`src/rtl/apb_seq_pkg.sv`:
```
// Shared types for the APB command sequencer: FSM encoding, FIFO entry
// layouts and the helper that builds a response entry.
package apb_seq_pkg;

    typedef enum logic [1:0] {
        ST_IDLE  = 2'd0,
        ST_ISSUE = 2'd1,
        ST_WAIT  = 2'd2,
        ST_DONE  = 2'd3
    } seq_state_t;

    // Command entry: {rw, addr, wdata} = 17 bits
    typedef struct packed {
        logic       rw;
        logic [7:0] addr;
        logic [7:0] wdata;
    } cmd_entry_t;

    // Response entry: {rw, addr, rdata, err, timeout} = 19 bits
    typedef struct packed {
        logic       rw;
        logic [7:0] addr;
        logic [7:0] rdata;
        logic       err;
        logic       timeout;
    } rsp_entry_t;

    // Write completions never carry read data, whatever the slave drives.
    function automatic rsp_entry_t make_rsp(
        input logic       rw,
        input logic [7:0] addr,
        input logic [7:0] rdata,
        input logic       err,
        input logic       timeout
    );
        rsp_entry_t r;
        r.rw      = rw;
        r.addr    = addr;
        r.rdata   = rw ? 8'h00 : rdata;
        r.err     = err;
        r.timeout = timeout;
        return r;
    endfunction

endpackage

```
`src/rtl/sync_fifo.sv`:
```
// Single-clock first-word-fall-through FIFO. Push into a full FIFO is only
// accepted together with a pop; pop of an empty FIFO is ignored.
module sync_fifo #(
    parameter int WIDTH = 8,
    parameter int DEPTH = 4
) (
    input  logic                     clk,
    input  logic                     rst,
    input  logic                     push,
    input  logic [WIDTH-1:0]         din,
    input  logic                     pop,
    output logic [WIDTH-1:0]         dout,
    output logic                     full,
    output logic                     empty,
    output logic [$clog2(DEPTH):0]   count
);
    localparam int AW = $clog2(DEPTH);
    localparam logic [AW:0] DEPTH_CNT = (AW+1)'(DEPTH);

    logic [WIDTH-1:0] mem [DEPTH];
    logic [AW-1:0]    wr_ptr;
    logic [AW-1:0]    rd_ptr;
    logic             do_push;
    logic             do_pop;

    assign do_pop  = pop && !empty;
    assign do_push = push && (!full || do_pop);
    assign full    = (count == DEPTH_CNT);
    assign empty   = (count == '0);
    assign dout    = mem[rd_ptr];

    // Storage array: data only, never reset.
    always_ff @(posedge clk) begin
        if (do_push) begin
            mem[wr_ptr] <= din;
        end
    end

    // Pointers wrap modulo DEPTH (power of two); count tracks occupancy.
    always_ff @(posedge clk or posedge rst) begin
        if (rst) begin
            wr_ptr <= '0;
            rd_ptr <= '0;
            count  <= '0;
        end else begin
            if (do_push) begin
                wr_ptr <= wr_ptr + 1'b1;
            end
            if (do_pop) begin
                rd_ptr <= rd_ptr + 1'b1;
            end
            case ({do_push, do_pop})
                2'b10:   count <= count + 1'b1;
                2'b01:   count <= count - 1'b1;
                default: count <= count;
            endcase
        end
    end

endmodule

```
`src/rtl/apb_cmd_sequencer.sv`:
```
// Host-facing command stage for apb_topmodule: buffers commands, issues them
// one at a time, and returns completions through a response FIFO.
module apb_cmd_sequencer
    import apb_seq_pkg::*;
#(
    parameter int CMD_DEPTH = 4,
    parameter int RSP_DEPTH = 4,
    parameter int TIMEOUT   = 16
) (
    input  logic       pclk,
    input  logic       preset,
    input  logic       cmd_valid,
    output logic       cmd_ready,
    input  logic       cmd_rw,
    input  logic [7:0] cmd_addr,
    input  logic [7:0] cmd_wdata,
    output logic       rsp_valid,
    input  logic       rsp_ready,
    output logic       rsp_rw,
    output logic [7:0] rsp_addr,
    output logic [7:0] rsp_rdata,
    output logic       rsp_err,
    output logic       rsp_timeout,
    output logic       transfer,
    output logic       read_write,
    output logic [7:0] apb_write_paddr,
    output logic [7:0] apb_read_paddr,
    output logic [7:0] apb_write_data,
    input  logic       pready,
    input  logic       pslaverr,
    input  logic [7:0] prdata,
    output logic       busy
);
    localparam int TW  = $clog2(TIMEOUT);
    localparam int CCW = $clog2(CMD_DEPTH) + 1;
    localparam int RCW = $clog2(RSP_DEPTH) + 1;
    localparam logic [TW-1:0] TO_LAST = TW'(TIMEOUT - 1);

    seq_state_t     state;
    logic [TW-1:0]  to_cnt;
    cmd_entry_t     cmd_din;
    cmd_entry_t     cmd_head;
    cmd_entry_t     issue;
    rsp_entry_t     rsp_din;
    rsp_entry_t     rsp_head;
    logic           cmd_full;
    logic           cmd_empty;
    logic           rsp_full;
    logic           rsp_empty;
    logic [CCW-1:0] cmd_level;
    logic [RCW-1:0] rsp_level_unused;
    logic           cmd_push;
    logic           cmd_pop;
    logic           rsp_push;
    logic           rsp_pop;
    logic           wait_expired;

    assign cmd_din   = {cmd_rw, cmd_addr, cmd_wdata};
    assign cmd_ready = !cmd_full;
    assign cmd_push  = cmd_valid && !cmd_full;

    // A free response slot is reserved before issuing, so the completion
    // push can never meet a full response FIFO.
    assign cmd_pop = (state == ST_IDLE) && !cmd_empty && !rsp_full;

    assign wait_expired = (to_cnt == TO_LAST);
    assign rsp_push     = (state == ST_WAIT) && (pready || wait_expired);
    assign rsp_din      = make_rsp(issue.rw, issue.addr,
                                   pready ? prdata : 8'h00,
                                   pready ? pslaverr : 1'b1,
                                   !pready);

    assign rsp_valid   = !rsp_empty;
    assign rsp_pop     = rsp_valid && rsp_ready;
    assign rsp_rw      = rsp_head.rw;
    assign rsp_addr    = rsp_head.addr;
    assign rsp_rdata   = rsp_head.rdata;
    assign rsp_err     = rsp_head.err;
    assign rsp_timeout = rsp_head.timeout;

    assign busy = (state != ST_IDLE) || (cmd_level != '0);

    sync_fifo #(
        .WIDTH ($bits(cmd_entry_t)),
        .DEPTH (CMD_DEPTH)
    ) u_cmd_fifo (
        .clk   (pclk),
        .rst   (preset),
        .push  (cmd_push),
        .din   (cmd_din),
        .pop   (cmd_pop),
        .dout  (cmd_head),
        .full  (cmd_full),
        .empty (cmd_empty),
        .count (cmd_level)
    );

    sync_fifo #(
        .WIDTH ($bits(rsp_entry_t)),
        .DEPTH (RSP_DEPTH)
    ) u_rsp_fifo (
        .clk   (pclk),
        .rst   (preset),
        .push  (rsp_push),
        .din   (rsp_din),
        .pop   (rsp_pop),
        .dout  (rsp_head),
        .full  (rsp_full),
        .empty (rsp_empty),
        .count (rsp_level_unused)
    );

    // Issue register: holds the in-flight command for building its response.
    always_ff @(posedge pclk) begin
        if (cmd_pop) begin
            issue <= cmd_head;
        end
    end

    // Transfer FSM with registered APB-side outputs.
    always_ff @(posedge pclk or posedge preset) begin
        if (preset) begin
            state           <= ST_IDLE;
            to_cnt          <= '0;
            transfer        <= 1'b0;
            read_write      <= 1'b0;
            apb_write_paddr <= 8'h00;
            apb_read_paddr  <= 8'h00;
            apb_write_data  <= 8'h00;
        end else begin
            case (state)
                ST_IDLE: begin
                    if (cmd_pop) begin
                        state      <= ST_ISSUE;
                        transfer   <= 1'b1;
                        read_write <= cmd_head.rw;
                        if (cmd_head.rw) begin
                            apb_write_paddr <= cmd_head.addr;
                            apb_write_data  <= cmd_head.wdata;
                            apb_read_paddr  <= 8'h00;
                        end else begin
                            apb_write_paddr <= 8'h00;
                            apb_write_data  <= 8'h00;
                            apb_read_paddr  <= cmd_head.addr;
                        end
                    end
                end
                ST_ISSUE: begin
                    // pready seen here is ignored; only WAIT samples it.
                    state  <= ST_WAIT;
                    to_cnt <= '0;
                end
                ST_WAIT: begin
                    if (pready || wait_expired) begin
                        state           <= ST_DONE;
                        transfer        <= 1'b0;
                        read_write      <= 1'b0;
                        apb_write_paddr <= 8'h00;
                        apb_read_paddr  <= 8'h00;
                        apb_write_data  <= 8'h00;
                    end else begin
                        to_cnt <= to_cnt + 1'b1;
                    end
                end
                ST_DONE: begin
                    state <= ST_IDLE;
                end
                default: begin
                    state <= ST_IDLE;
                end
            endcase
        end
    end

endmodule

```
`config.mk`:
```
export PLATFORM = sky130hd
export DESIGN_NAME = apb_cmd_sequencer
export DESIGN_NICKNAME = d
export VERILOG_FILES = /design/src/rtl/apb_seq_pkg.sv /design/src/rtl/sync_fifo.sv /design/src/rtl/apb_cmd_sequencer.sv
export SDC_FILE = /design/constraint.sdc
export NUM_CORES = 1
export LEC_CHECK = 0
export CAP_MARGIN = 20
export CORE_ASPECT_RATIO = 0.6
export CORE_MARGIN = 10
export CORE_UTILIZATION = 32
export DETAILED_ROUTE_END_ITERATION = 8
export PLACE_DENSITY = 0.48
export SYNTH_ARGS = -nofsm -noshare
export SYNTH_HDL_FRONTEND = slang
export SYNTH_HIERARCHICAL = 1
export SYNTH_SLANG_ARGS = --single-unit
```
`constraint.sdc`:
```
create_clock -name pclk -period 6 [get_ports pclk]
set_input_delay 1.2 -clock pclk [delete_from_list [all_inputs] [get_ports pclk]]
set_output_delay 1.2 -clock pclk [all_outputs]
set_load 0.05 [all_outputs]
```
==> flow_summary.yaml <==
grt:
  grt_pass1_vias: 4278
  grt_usage_pct: 10.5
  grt_first_pass_wirelength_um: 25300
  grt_start_max_net_pins: 33
  antenna_found_initial: 0
  grt-ovfl-total: 0
floorplan:
  coreArea_mm2: 0.0245
  dieArea_mm2: 0.0322
  die_w_um: 225
  die_h_um: 143
  initial_core_util_pct: 33.0
  std_cell_rows: 44
  num_io_pins: 79
worst_setup_path:
  end_kind: "primary output"
  cp.arrival_ns: 2.65
  rr_startpoint: "u_cmd_fifo/count[2]"
  critPathMaxFanout: 20
  cp-start-kind: "flip-flop"
  r2r_slack_ns: 3.24
  cp.required_ns: 4.80
  r2r-end: "u_cmd_fifo/count[2]"
  rr_worst_depth: 10
  crit_path_start: "u_rsp_fifo/rd_ptr[1]"
  path_class: "reg2out"
  endpoint: "rsp_addr[2]"
sta:
  worstMarginPinSlew_ns: 0.972
  timing.slew.headroom_pct: 35.2
  final_hold_viol_count: 0
  tns_ns: 0
  min_period_over_period_pct: 64.1
  drv_slew: 0
  fin_skew_ns: 0.00937
  fin_hold_ws_ns: 0.507
  setup_viol: 0
  fmax_ghz: 0.260
  rsz0062_at_grt: "false"
  post-route-min-period_ns: 3.85
clocking:
  cts_tree: "yes"
  root_buffer: "clkbuf_16"
  ctsLongestPathBuffers: 2
  clkLatencyLatePin_ns: 0.43
  htreeDepth: 4
  ctsResizeCount: 0
  path_clk_slew_ns: 0.07
  holdBufCountCts: 0
  cts.sinks: 199
  cts_setup_buffers: 0
  cts-buffers-inserted: 17
status:
  status: "finished clean"
route:
  wl_met3_um: 810
  dr.first_iter.drc_count: 244
  highest_layer: "met4"
  wl_met1_um: 7980
  via_per_inst: 4.62
  vias: 4065
  antenna_left: 0
  firstDrtPassIters: 4
  drc: 0
  wl_met2_um: 7450
  route.detailed.wl_per_inst_um: 18.6
  drt_wl_total_um: 16400
power:
  p_leak_nw: 3.53
  ir_drop_mv: 0.229
  power_density_mw_per_mm2: 546
yosys:
  syn_nets: 503
  synth_cells: 457
  synth_simple_gate_area_share_pct: 5.25
  synth-seq-area-share_pct: 71.1
  synth_top_family_by_area: "multiplexers"
  synth_compound_area_share_pct: 2.48
  synth_top_area_cell: "edfxtp_1"
  synth_area_per_cell_um2: 17.7
  synth_edf_count: 153
  synth_xor_area_share_pct: 1.30
  ys_seq_elements: 199
  yosysWarnings: 6
  synth_area_mm2: 0.00808
  synth_adder_area_share_pct: 2.51
  synth_top_area_share_pct: 56.9
  yosys-top-cells-area: "edfxtp_1 57%, dfrtp_1 14%, mux4_2 10%"
  synth_most_common_cell: "edfxtp_1"
  synth.distinct_cells: 52
  synthMuxAreaShare_pct: 13.8
  ys.flop_type: "edfxtp_1"
  async_reset_ff_share_pct: 23.1
  yosys-top-cells-count: "153 x edfxtp_1, 49 x inv_1, 46 x dfrtp_1, 36 x mux4_2, 30 x nand2_1"
min_path:
  hold_class: "reg2reg"
layout:
  drive_above_1_share_pct: 17.2
  antennaDiodeCount: 0
  instances_no_fill: 880
  syn_to_final_growth_pct: 21.1
  nNetsFinal: 591
  stdcell_area_mm2: 0.00978
  fin_util_pct: 39.9
flow_run:
  drv_cap: 0
place:
  dp_cells: 848
  place.port_buffers: 78
  dpl_cell_area_mm2: 0.00921
  place_congestion: 0.667
  dp_hpwl_um: 11000
## flip-flops by register name (all words and copies together) (netlist names), 2 cells and up
name               count
u_cmd_fifo/wr_ptr      2
apb_read_paddr         8
apb_write_paddr        8
u_rsp_fifo/wr_ptr      2
u_cmd_fifo/count       3
u_rsp_fifo/rd_ptr      2
u_cmd_fifo/mem        68
apb_write_data         8
to_cnt                 4
issue                  9
state                  2
u_rsp_fifo/mem        76
u_rsp_fifo/count       3
u_cmd_fifo/rd_ptr      2
## per-stage QoR
| stage | total power, W | setup WS (ns) |
|---|---|---|
| 3_3_place_gp | 0.00428 | 2.50 |
| 4_1_cts | 0.00544 | 2.07 |
| 6_report | 0.00534 | 2.15 |
| 5_1_grt | 0.00566 | 2.01 |
| 3_5_place_dp | 0.00432 | 2.40 |
| 2_1_floorplan | 0.00367 | 3.04 |
## cell type report
type | count | area, um2
Clock inverter | 15 | 143
Clock buffer | 17 | 425
Multi-Input combinational cell | 194 | 2050
Timing Repair Buffer | 84 | 826
Tap cell | 322 | 403
Inverter | 49 | 184
Fill cell | 2236 | 14700
Sequential cell | 199 | 5750
## how the worst min path moves through the flow
stage	from	end	slack, ns	cells after the start
after floorplan	issue[8]	u_rsp_fifo/mem[0][10]	0.46	0
after global placement	issue[15]	u_rsp_fifo/mem[0][17]	0.49	0
after detailed placement	issue[8]	u_rsp_fifo/mem[2][10]	0.50	0
after CTS	issue[8]	u_rsp_fifo/mem[2][10]	0.51	0
after global routing	apb_write_data[6]	apb_write_data[6]	0.54	2
final	issue[15]	u_rsp_fifo/mem[2][17]	0.51	0
## worst max-delay path, stage by stage (launching register included)
cell	delay [ns]
dfrtp_1	0.98
mux4_2	0.41
clkdlybuf4s50_1	0.82
## kinds of logic after synthesis
group,Yosys count
simple gates,78
fa+ha+maj,15
buf+inv,64
compound gates,24
xor+xnor,12
flops,199
mux,65
## where the power goes
part | switching [W] | total, W | leakage (nW) | internal [W]
clock network | 0.000524 | 0.00111 | 0.285 | 0.000583
registers | 0.000208 | 0.00208 | 1.98 | 0.00187
logic | 0.00130 | 0.00216 | 1.26 | 0.000864
total | 0.00203 | 0.00534 | 3.53 | 0.00332
## cell usage in the layout (no fill, tap or decap), drive strengths merged, types with 2 or more instances in the layout
cell,instances
clkdlybuf4s50,78
or3b,2
mux4,36
o31ai,2
clkbuf,17
nand3,2
nor2b,7
o21ai,3
fa,2
edfxtp,153
clkinv,8
nand2,30
and2,16
buf,6
inv,55
a21oi,4
nor3,2
nor2,10
dfrtp,46
xnor2,8
o21a,3
xor2,4
and4b,2
mux2i,25
ha,13
mux2,4
## routing by layer
layer	up-vias	GRT usage, %
met3	12	3.19
met4	0	3.50
met2	69	16.2
met5	-	0
met1	2120	13.9
li1	1864	-
(Power assumes the default switching activity.)
